File: src/rtl/apb_responder.sv
`default_nettype none
// +--------------------------------------------------------------------------+
// | apb_responder: APB completer with a word-addressed register bank, fixed  |
// | wait states and pslverr on decode errors. Optional protocol checker      |
// | built when APB_RESPONDER_PROTOCOL_CHECK_EN is defined.                   |
// | Revision: 1.0                                                            |
// +--------------------------------------------------------------------------+
module apb_responder #(
   parameter int                   ADDR_WIDTH  = 32,
   parameter int                   DATA_WIDTH  = 32,
   parameter int                   NUM_REGS    = 16,
   parameter int                   WAIT_CYCLES = 0,
   parameter logic [DATA_WIDTH-1:0] ID_VALUE   = 32'hA9B0_0001
) (
   input  logic                  clk,
   input  logic                  reset,
   input  logic                  psel,
   input  logic                  penable,
   input  logic [ADDR_WIDTH-1:0] paddr,
   input  logic                  pwrite,
   input  logic [DATA_WIDTH-1:0] pwdata,
   output logic [DATA_WIDTH-1:0] prdata,
   output logic                  pready,
   output logic                  pslverr,
   output logic                  proto_err
);

   localparam int AIW  = ADDR_WIDTH - 2;
   localparam int IDXW = $clog2(NUM_REGS);
   localparam logic [AIW-1:0] c_num_regs = AIW'(NUM_REGS);
   localparam logic [7:0]     c_wait     = 8'(WAIT_CYCLES);

   typedef enum logic [0:0] {
      ST_IDLE   = 1'b0,
      ST_ACCESS = 1'b1
   } state_t;

   state_t                r_state;
   state_t                w_state_nxt;
   logic [7:0]            r_wcnt;
   logic [7:0]            w_wcnt_nxt;
   logic                  r_pready;
   logic                  w_pready_nxt;
   logic                  r_pslverr;
   logic                  w_pslverr_nxt;
   logic [DATA_WIDTH-1:0] r_prdata;
   logic [DATA_WIDTH-1:0] w_prdata_nxt;
   logic                  w_accept;
   logic                  w_wr_en;

   logic [IDXW-1:0]       r_index;
   logic                  r_pwrite;
   logic [DATA_WIDTH-1:0] r_pwdata;
   logic                  r_err;
   logic [DATA_WIDTH-1:0] r_rdata;

   logic [DATA_WIDTH-1:0] r_regs [1:NUM_REGS-1];

   logic [AIW-1:0]        w_addr_index;
   logic                  w_err;
   logic [DATA_WIDTH-1:0] w_rd_word;

   assign w_addr_index = paddr[ADDR_WIDTH-1:2];
   assign w_err = (paddr[1:0] != 2'b00) || !(w_addr_index < c_num_regs) ||
                  (pwrite && (w_addr_index == '0));

   always_comb begin
      w_rd_word = ID_VALUE;
      for (int i = 1; i < NUM_REGS; i++) begin
         if (w_addr_index[IDXW-1:0] == IDXW'(i)) w_rd_word = r_regs[i];
      end
   end

   always_ff @(posedge clk or posedge reset) begin
      if (reset) r_state <= ST_IDLE;
      else       r_state <= w_state_nxt;
   end

   always_comb begin
      w_state_nxt   = r_state;
      w_wcnt_nxt    = r_wcnt;
      w_pready_nxt  = 1'b0;
      w_pslverr_nxt = 1'b0;
      w_prdata_nxt  = '0;
      w_accept      = 1'b0;
      w_wr_en       = 1'b0;
      case (r_state)
         ST_IDLE: begin
            if (psel && !penable) begin
               w_accept    = 1'b1;
               w_state_nxt = ST_ACCESS;
               w_wcnt_nxt  = c_wait;
               // Zero-wait transfers must complete in the first access cycle.
               if (c_wait == 8'd0) begin
                  w_pready_nxt  = 1'b1;
                  w_pslverr_nxt = w_err;
                  w_prdata_nxt  = (w_err || pwrite) ? '0 : w_rd_word;
               end
            end
         end
         ST_ACCESS: begin
            if (r_pready) begin
               w_wr_en     = r_pwrite && !r_err;
               w_state_nxt = ST_IDLE;
               w_wcnt_nxt  = 8'd0;
            end else if (!psel) begin
               w_state_nxt = ST_IDLE;
               w_wcnt_nxt  = 8'd0;
            end else if (r_wcnt <= 8'd1) begin
               w_pready_nxt  = 1'b1;
               w_pslverr_nxt = r_err;
               w_prdata_nxt  = (r_err || r_pwrite) ? '0 : r_rdata;
               w_wcnt_nxt    = 8'd0;
            end else begin
               w_wcnt_nxt = r_wcnt - 8'd1;
            end
         end
         default: w_state_nxt = ST_IDLE;
      endcase
   end

   always_ff @(posedge clk or posedge reset) begin
      if (reset) begin
         r_wcnt    <= 8'd0;
         r_pready  <= 1'b0;
         r_pslverr <= 1'b0;
         r_prdata  <= '0;
         r_index   <= '0;
         r_pwrite  <= 1'b0;
         r_pwdata  <= '0;
         r_err     <= 1'b0;
         r_rdata   <= '0;
      end else begin
         r_wcnt    <= w_wcnt_nxt;
         r_pready  <= w_pready_nxt;
         r_pslverr <= w_pslverr_nxt;
         r_prdata  <= w_prdata_nxt;
         if (w_accept) begin
            r_index  <= w_addr_index[IDXW-1:0];
            r_pwrite <= pwrite;
            r_pwdata <= pwdata;
            r_err    <= w_err;
            r_rdata  <= w_rd_word;
         end
      end
   end

   generate
      for (genvar g = 1; g < NUM_REGS; g++) begin : g_regs
         always_ff @(posedge clk or posedge reset) begin
            if (reset)                                  r_regs[g] <= '0;
            else if (w_wr_en && (r_index == IDXW'(g)))  r_regs[g] <= r_pwdata;
         end
      end
   endgenerate

   assign prdata  = r_prdata;
   assign pready  = r_pready;
   assign pslverr = r_pslverr;

`ifdef APB_RESPONDER_PROTOCOL_CHECK_EN
   logic [ADDR_WIDTH-1:0] r_paddr;
   logic                  r_proto_err;
   logic                  w_viol;

   // Only selected cycles are checked; psel low in ACCESS is a legal abort.
   assign w_viol = ((r_state == ST_ACCESS) && !r_pready && psel &&
                    (!penable || (paddr != r_paddr) || (pwrite != r_pwrite) ||
                     (pwdata != r_pwdata))) ||
                   ((r_state == ST_IDLE) && psel && penable);

   always_ff @(posedge clk or posedge reset) begin
      if (reset) begin
         r_paddr     <= '0;
         r_proto_err <= 1'b0;
      end else begin
         if (w_accept) r_paddr <= paddr;
         if (w_viol)   r_proto_err <= 1'b1;
      end
   end

   assign proto_err = r_proto_err;
`else
   assign proto_err = 1'b0;
`endif

endmodule
`default_nettype wire

File: config.mk
export PLATFORM = sky130hd
export DESIGN_NAME = apb_responder
export DESIGN_NICKNAME = d
export VERILOG_FILES = /design/src/rtl/apb_responder.sv
export SDC_FILE = /design/constraint.sdc
export NUM_CORES = 1
export LEC_CHECK = 0
export BUFFER_PORTS_ARGS = -buffer_cell sky130_fd_sc_hd__buf_2
export CAP_MARGIN = 20
export CORE_MARGIN = 4
export CORE_UTILIZATION = 35
export DETAILED_ROUTE_END_ITERATION = 10
export GPL_TIMING_DRIVEN = 0
export HOLD_SLACK_MARGIN = 0.15
export MAX_ROUTING_LAYER = met4
export PLACE_DENSITY = 0.49
export SYNTH_ARGS = -nofsm -noshare
export SYNTH_HDL_FRONTEND = slang
export SYNTH_SLANG_ARGS = --single-unit
File: constraint.sdc
create_clock -name clk -period 48 [get_ports clk]
set_input_delay 7.2 -clock clk [delete_from_list [all_inputs] [get_ports clk]]
set_output_delay 7.2 -clock clk [all_outputs]
set_load 0.005 [all_outputs]
==> flow_summary.yaml, run 1 <==
min_path:
  min_delay_path_depth: 1
  hp-class: "reg -> reg"
setup_path:
  cp_top_family: "buffers and inverters"
  critPathSlowestCell: "clkbuf_1"
  reg2reg_depth: 4
  critPathArrivalTime_ps: 10270
  cp_num_buf_inv: 5
  path_max_fanout: 10
  critical_path_class: "in -> reg"
  rrSetupSlack_ps: 44790
  cp.depth: 8
  critPathLaunchType: "input pin"
  cp.required_ps: 48440
  cp_cell_sequence: "buf_2 > buf_4 > buf_2 > buf_2 > nand2_1 > clkbuf_1 > nor2_1 > o31ai_1"
  cp_slowest_stage_delay_ps: 760
  worst_setup_path_end_kind: "register"
  crit_top_cell: "buf_2"
logic_synthesis:
  ys_seq_elements: 593
  synth_area_leaders: "dfrtp_1 54%, mux2_2 20%, mux2i_1 3.3%"
  synth.top_cell.area_share: 0.542
  syn_nets: 2332
  synth-seq-area-share: 0.542
  synthCells: 2261
  yosys.area.top_type: "dfrtp_1"
  synth_edf_count: 0
  syn_area_mm2: 0.0274
  ys_types: 77
  synthFlopType: "dfrtp_1"
  async_flop_share: 1.00
  yosysWarnings: 0
  syn_area_per_cell_um2: 12.1
clock_network:
  numCtsBuffers: 69
  cts_root_buf: "clkbuf_16"
  holdBufCountCts: 0
  clkTransAtPathRegs_ps: 60
  cts.sink_count: 593
  clock_path_buffers: 3
  htree_num_levels: 3
  cts_tree: "yes"
  cts_resized: 0
  clk_latency_ps: 620
  post-cts-setup-buffer-count: 0
global_route:
  grt_pass1_wl_mm: 149
  antenna_found_initial: 0
  track_usage: 0.258
  grt_overflow_total: 0
  grt_pass1_vias: 20400
  grt_max_degree: 121
layout:
  final_cell_mix: "593 x dfrtp_1, 486 x mux2_2, 204 x nand2_1"
  layout-drive-gt1-share: 0.339
  layout_commonest_cell: "dfrtp_1"
  fin_nets: 2512
  syn2layout_area_growth_pct: 15.5
  design_area_mm2: 0.0316
floorplan:
  io-pin-count: 104
  die-area_mm2: 0.0828
  fp.dieW_um: 288
  die_y_um: 288
  core-area_mm2: 0.0775
  rows: 102
  initial_utilization: 0.354
timing:
  setup_tns_ps: 0
  tightest_slew_ps: 1240
  skew_ps: 30.6
  report.final.setup_viol: 0
  finalHoldViolCount: 0
  layout_worst_path_cycle_share: 0.205
  rsz0062_at_grt: "no"
  period_minus_slack_ps: 9830
  max_slew_margin: 0.168
  final_max_slew_viol_count: 0
  max_freq_mhz: 102
place:
  port_buffers: 102
  gp_congestion: 0.953
  dp_hpwl_mm: 71.3
  place_area_mm2: 0.0294
status:
  outcome: "finished, final reports clean"
drt:
  routed_wl_mm: 105
  avgViaCountPerCell: 5.72
  drtPass1Iterations: 7
  drt_iter0_markers: 1953
  drc_errors: 0
  vias: 20200
  postRouteAntennaNets: 0
  wl_per_cell_um: 29.8
power:
  power-per-cell-area_mw_per_mm2: 38.2
  leakage_uw: 0.0155
  vdd_drop_max_uv: 23.2
flow_run:
  cap_viol_max_count: 0
-- logic make-up after synthesis --
group,count (synthesis),share of synthesized area
AO/OA/AOI/OAI,424,0.104
adder cells (fa/ha/maj),2,0.000913
buffers and inverters,200,0.0387
flip-flops,593,0.542
multiplexers,594,0.240
other,1,0.000137
AND/OR/NAND/NOR,447,0.0741
-- area by class of cell --
class,instances,area [µm²]
Antenna cell,1,2.50
Buffer,187,1010
Clock buffer,105,2070
Clock inverter,16,189
Fill cell,7364,45800
Inverter,13,56.3
Multi-Input combinational cell,1468,11500
Sequential cell,593,14800
Tap cell,1040,1300
Timing Repair Buffer,109,671
-- worst paths after layout --
path | from | endpoint
worst max-delay path | paddr[4] | prdata[11]
worst min-delay path | r_rdata[29] | r_rdata[29]
worst max register to register | r_state | prdata[30]
worst min register to register | r_rdata[29] | r_rdata[29]
max in group asynchronous | reset | r_regs[122]
min in group asynchronous | reset | pslverr
-- Yosys cell counts, drive strengths merged, types with 3 or more instances --
cell type / instances
dfrtp: 593
mux2: 505
nand2: 206
buf: 124
nor2: 118
a21oi: 94
mux2i: 89
o21ai: 75
clkbuf: 63
o221ai: 40
o22ai: 33
o31ai: 31
a211oi: 25
a22oi: 19
and2: 18
nand2b: 18
a31oi: 16
nand3: 15
a221oi: 12
inv: 12
nor3: 12
a21o: 11
o211ai: 10
or2: 10
a22o: 9
a32oi: 9
nor2b: 8
nor4: 8
nand4: 7
o32ai: 6
or3: 6
a211o: 5
and2b: 5
and3: 5
a221o: 3
a2bb2oi: 3
a31o: 3
nand3b: 3
o32a: 3
-- layer usage --
metal	up-vias	GRT usage	share of wire
met5	-	-	0
met2	836	0.403	0.46
met1	10600	0.338	0.43
li1	8574	-	-
met3	205	0.0472	0.071
met4	0	0.0951	0.039
-- metrics by stage --
step | util | power, µW | hold WS (ps) | setup slack [ps] | std cells
after floorplan | - | 624 | 446 | 24200 | 2261
after global placement | 0.377 | 677 | 459 | 17630 | 3403
after detailed placement | 0.379 | 681 | 467 | 37730 | 3409
after CTS | 0.408 | 1210 | 481 | 38330 | 3530
after global routing | 0.408 | 1250 | 499 | 38240 | 3531
final | 0.408 | 1210 | 480 | 38170 | 3532
-- power by group --
group | total, µW | internal, µW | switching, µW
registers | 548 | 526 | 22.5
clock network | 534 | 319 | 215
logic | 125 | 40.2 | 85.1
total | 1210 | 885 | 323
-- registers in the layout (all words and copies together), names as in the netlist --
register  flops
r_regs      480
prdata       32
r_pwdata     32
r_rdata      32
r_wcnt        8
r_index       4
pready        1
pslverr       1
r_err         1
r_pwrite      1
r_state       1
No activity file was read; power rests on OpenSTA's default activity.
==> run 2: changes to the inputs <==
Clock period 48 ns to 9.62 ns, I/O delays scaled along.
==> run 2 against run 1 <==
  * First-iteration DRC count is 9.6% lower
  * Worst setup slack worse by 33000 ps
  * Cell count is 0.42% higher
  * Sequential cell count stayed put
  * Global-route usage is 0.35 points higher
  * Die area stayed put
  * Design area is 0.95% higher
  * Utilization is 0.39 points higher
  * Clock power grew to 5.2 times the previous value
  * Routed wire length is 0.56% higher
  * Combinational power grew to 5.1 times the previous value
  * Critical path type unchanged
  * Highest routed layer unchanged
==> flow_summary.yaml, run 2 (synthesis results as in run 1) <==
status:
  outcome: "finished, final reports clean"
clock_network:
  holdBufCountCts: 0
  numCtsBuffers: 69
  clk_latency_ps: 640
  cts.sink_count: 593
  cts_tree: "yes"
  cts_root_buf: "clkbuf_16"
  clkTransAtPathRegs_ps: 60
  htree_num_levels: 3
  clock_path_buffers: 3
  cts_resized: 0
  post-cts-setup-buffer-count: 0
place:
  place_area_mm2: 0.0296
  port_buffers: 102
  pre_cts_slack_ps: 5110
  gp_congestion: 0.951
  dp_hpwl_mm: 72.6
power:
  power-per-cell-area_mw_per_mm2: 192
  leakage_uw: 0.0156
  vdd_drop_max_uv: 120
drt:
  avgViaCountPerCell: 5.71
  routed_wl_mm: 106
  drt_iter0_markers: 1765
  wl_per_cell_um: 29.8
  postRouteAntennaNets: 0
  vias: 20300
  drc_errors: 0
  drtPass1Iterations: 7
setup_path:
  worst_setup_path_end_kind: "register"
  r2r-end: "prdata[13]"
  path_max_fanout: 10
  rrSetupSlack_ps: 6470
  cp_num_buf_inv: 4
  critPathSlowestCell: "clkbuf_1"
  r2r_start: "r_state"
  reg2reg_depth: 4
  cp.required_ps: 10050
  crit_top_cell: "clkbuf_1"
  cp_cell_sequence: "buf_2 > buf_4 > clkbuf_1 > clkbuf_1 > a22oi_1 > o31ai_1"
  cp_top_family: "buffers and inverters"
  critPathArrivalTime_ps: 4530
  critical_path_class: "in -> reg"
  critPathLaunchType: "input pin"
  cp_slowest_stage_delay_ps: 930
layout:
  layout_commonest_cell: "dfrtp_1"
  design_area_mm2: 0.0319
  largest_reg_flops: 480
  syn2layout_area_growth_pct: 16.6
  fin_nets: 2525
  final_cell_mix: "593 x dfrtp_1, 486 x mux2_2, 204 x nand2_1"
  regMostFlops: "r_regs"
  fillerInstances: 7356
  utilization: 0.412
  layout-drive-gt1-share: 0.343
global_route:
  track_usage: 0.262
  grt_overflow_total: 0
  grt_max_degree: 43
  grt_pass1_vias: 20500
  antenna_found_initial: 1
  grt_pass1_wl_mm: 151
floorplan:
  initial_utilization: 0.354
  io-pin-count: 104
  fp.dieW_um: 288
  die-area_mm2: 0.0828
  die_y_um: 288
  core-area_mm2: 0.0775
  rows: 102
timing:
  skew_ps: 34.2
  finalWorstSetupSlack_ps: 5520
  max_freq_mhz: 244
  layout_worst_path_cycle_share: 0.426
  rsz0062_at_grt: "no"
  final_max_slew_viol_count: 0
  max_slew_margin: 0.205
  report.final.setup_viol: 0
  setup_tns_ps: 0
  finalHoldViolCount: 0
  tightest_slew_ps: 1190
  period_minus_slack_ps: 4100
min_path:
  whs_endpoint: "r_rdata[9]"
  min_delay_path_depth: 2
  hold_start: "r_rdata[9]"
  hp-class: "reg -> reg"
flow_run:
  cap_viol_max_count: 0
-- run 2: cell count changes in the layout (fill, tap and decap cells not counted), moves of 2 or more --
cell        change
buf_12         +16
buf_16          -5
buf_6           +4
bufinv_16       +3
clkbuf_1        -3
clkbuf_8        -3
clkinv_2        -2
clkinvlp_4      +2
diode_2         +2
inv_6           +2
-- run 2: per-stage QoR --
stage / power [µW] / hold slack, ps / std cells
detailed placement: 3410 / 467 / 3423
global route: 6340 / 496 / 3544
finish: 6130 / 475 / 3547
global placement: 3380 / 459 / 3403
CTS: 6170 / 481 / 3544
floorplan: 3110 / 446 / 2261
-- run 2: where the power goes --
| part | total (µW) | internal [µW] | switching, µW | leakage (µW) |
|---|---|---|---|---|
| combinational | 636 | 208 | 428 | 0.00632 |
| sequential | 2730 | 2620 | 111 | 0.00818 |
| clock | 2760 | 1670 | 1100 | 0.00115 |
| total | 6130 | 4500 | 1630 | 0.0156 |
-- run 2: worst max-delay path by stage --
stage	startpoint	to	slack [ps]	cells after the start
floorplan	reset	prdata[0]	90	1
global placement	reset	r_pwdata[17]	-3440	2
detailed placement	paddr[5]	prdata[8]	5110	6
CTS	paddr[4]	prdata[11]	5710	8
global route	paddr[5]	prdata[11]	5610	6
finish	paddr[5]	prdata[11]	5520	6
-- run 2: cell type report --
cell class	count	area, µm²	share of cell area
Buffer	187	1010	0.0317
Clock inverter	21	310	0.00971
Antenna cell	3	7.51	0.000235
Clock buffer	100	2050	0.0641
Tap cell	1040	1300	0.0407
Timing Repair Buffer	122	876	0.0274
Multi-Input combinational cell	1468	11500	0.360
Inverter	13	52.6	0.00165
Sequential cell	593	14800	0.465
-- run 2: tightest hold or removal path, cell delays in order, from the launching register on --
cell	delay, ps
dfrtp_1	340
nand2_1	50
nand2_1	50
-- run 2: per-layer routing --
layer  track usage  up-vias  wire [µm]
met4        0.0881        0       3820
met1         0.355    10700      46600
met5             -        -          0
met2         0.404      750      48500
li1              -     8589          -
met3        0.0391      202       6810
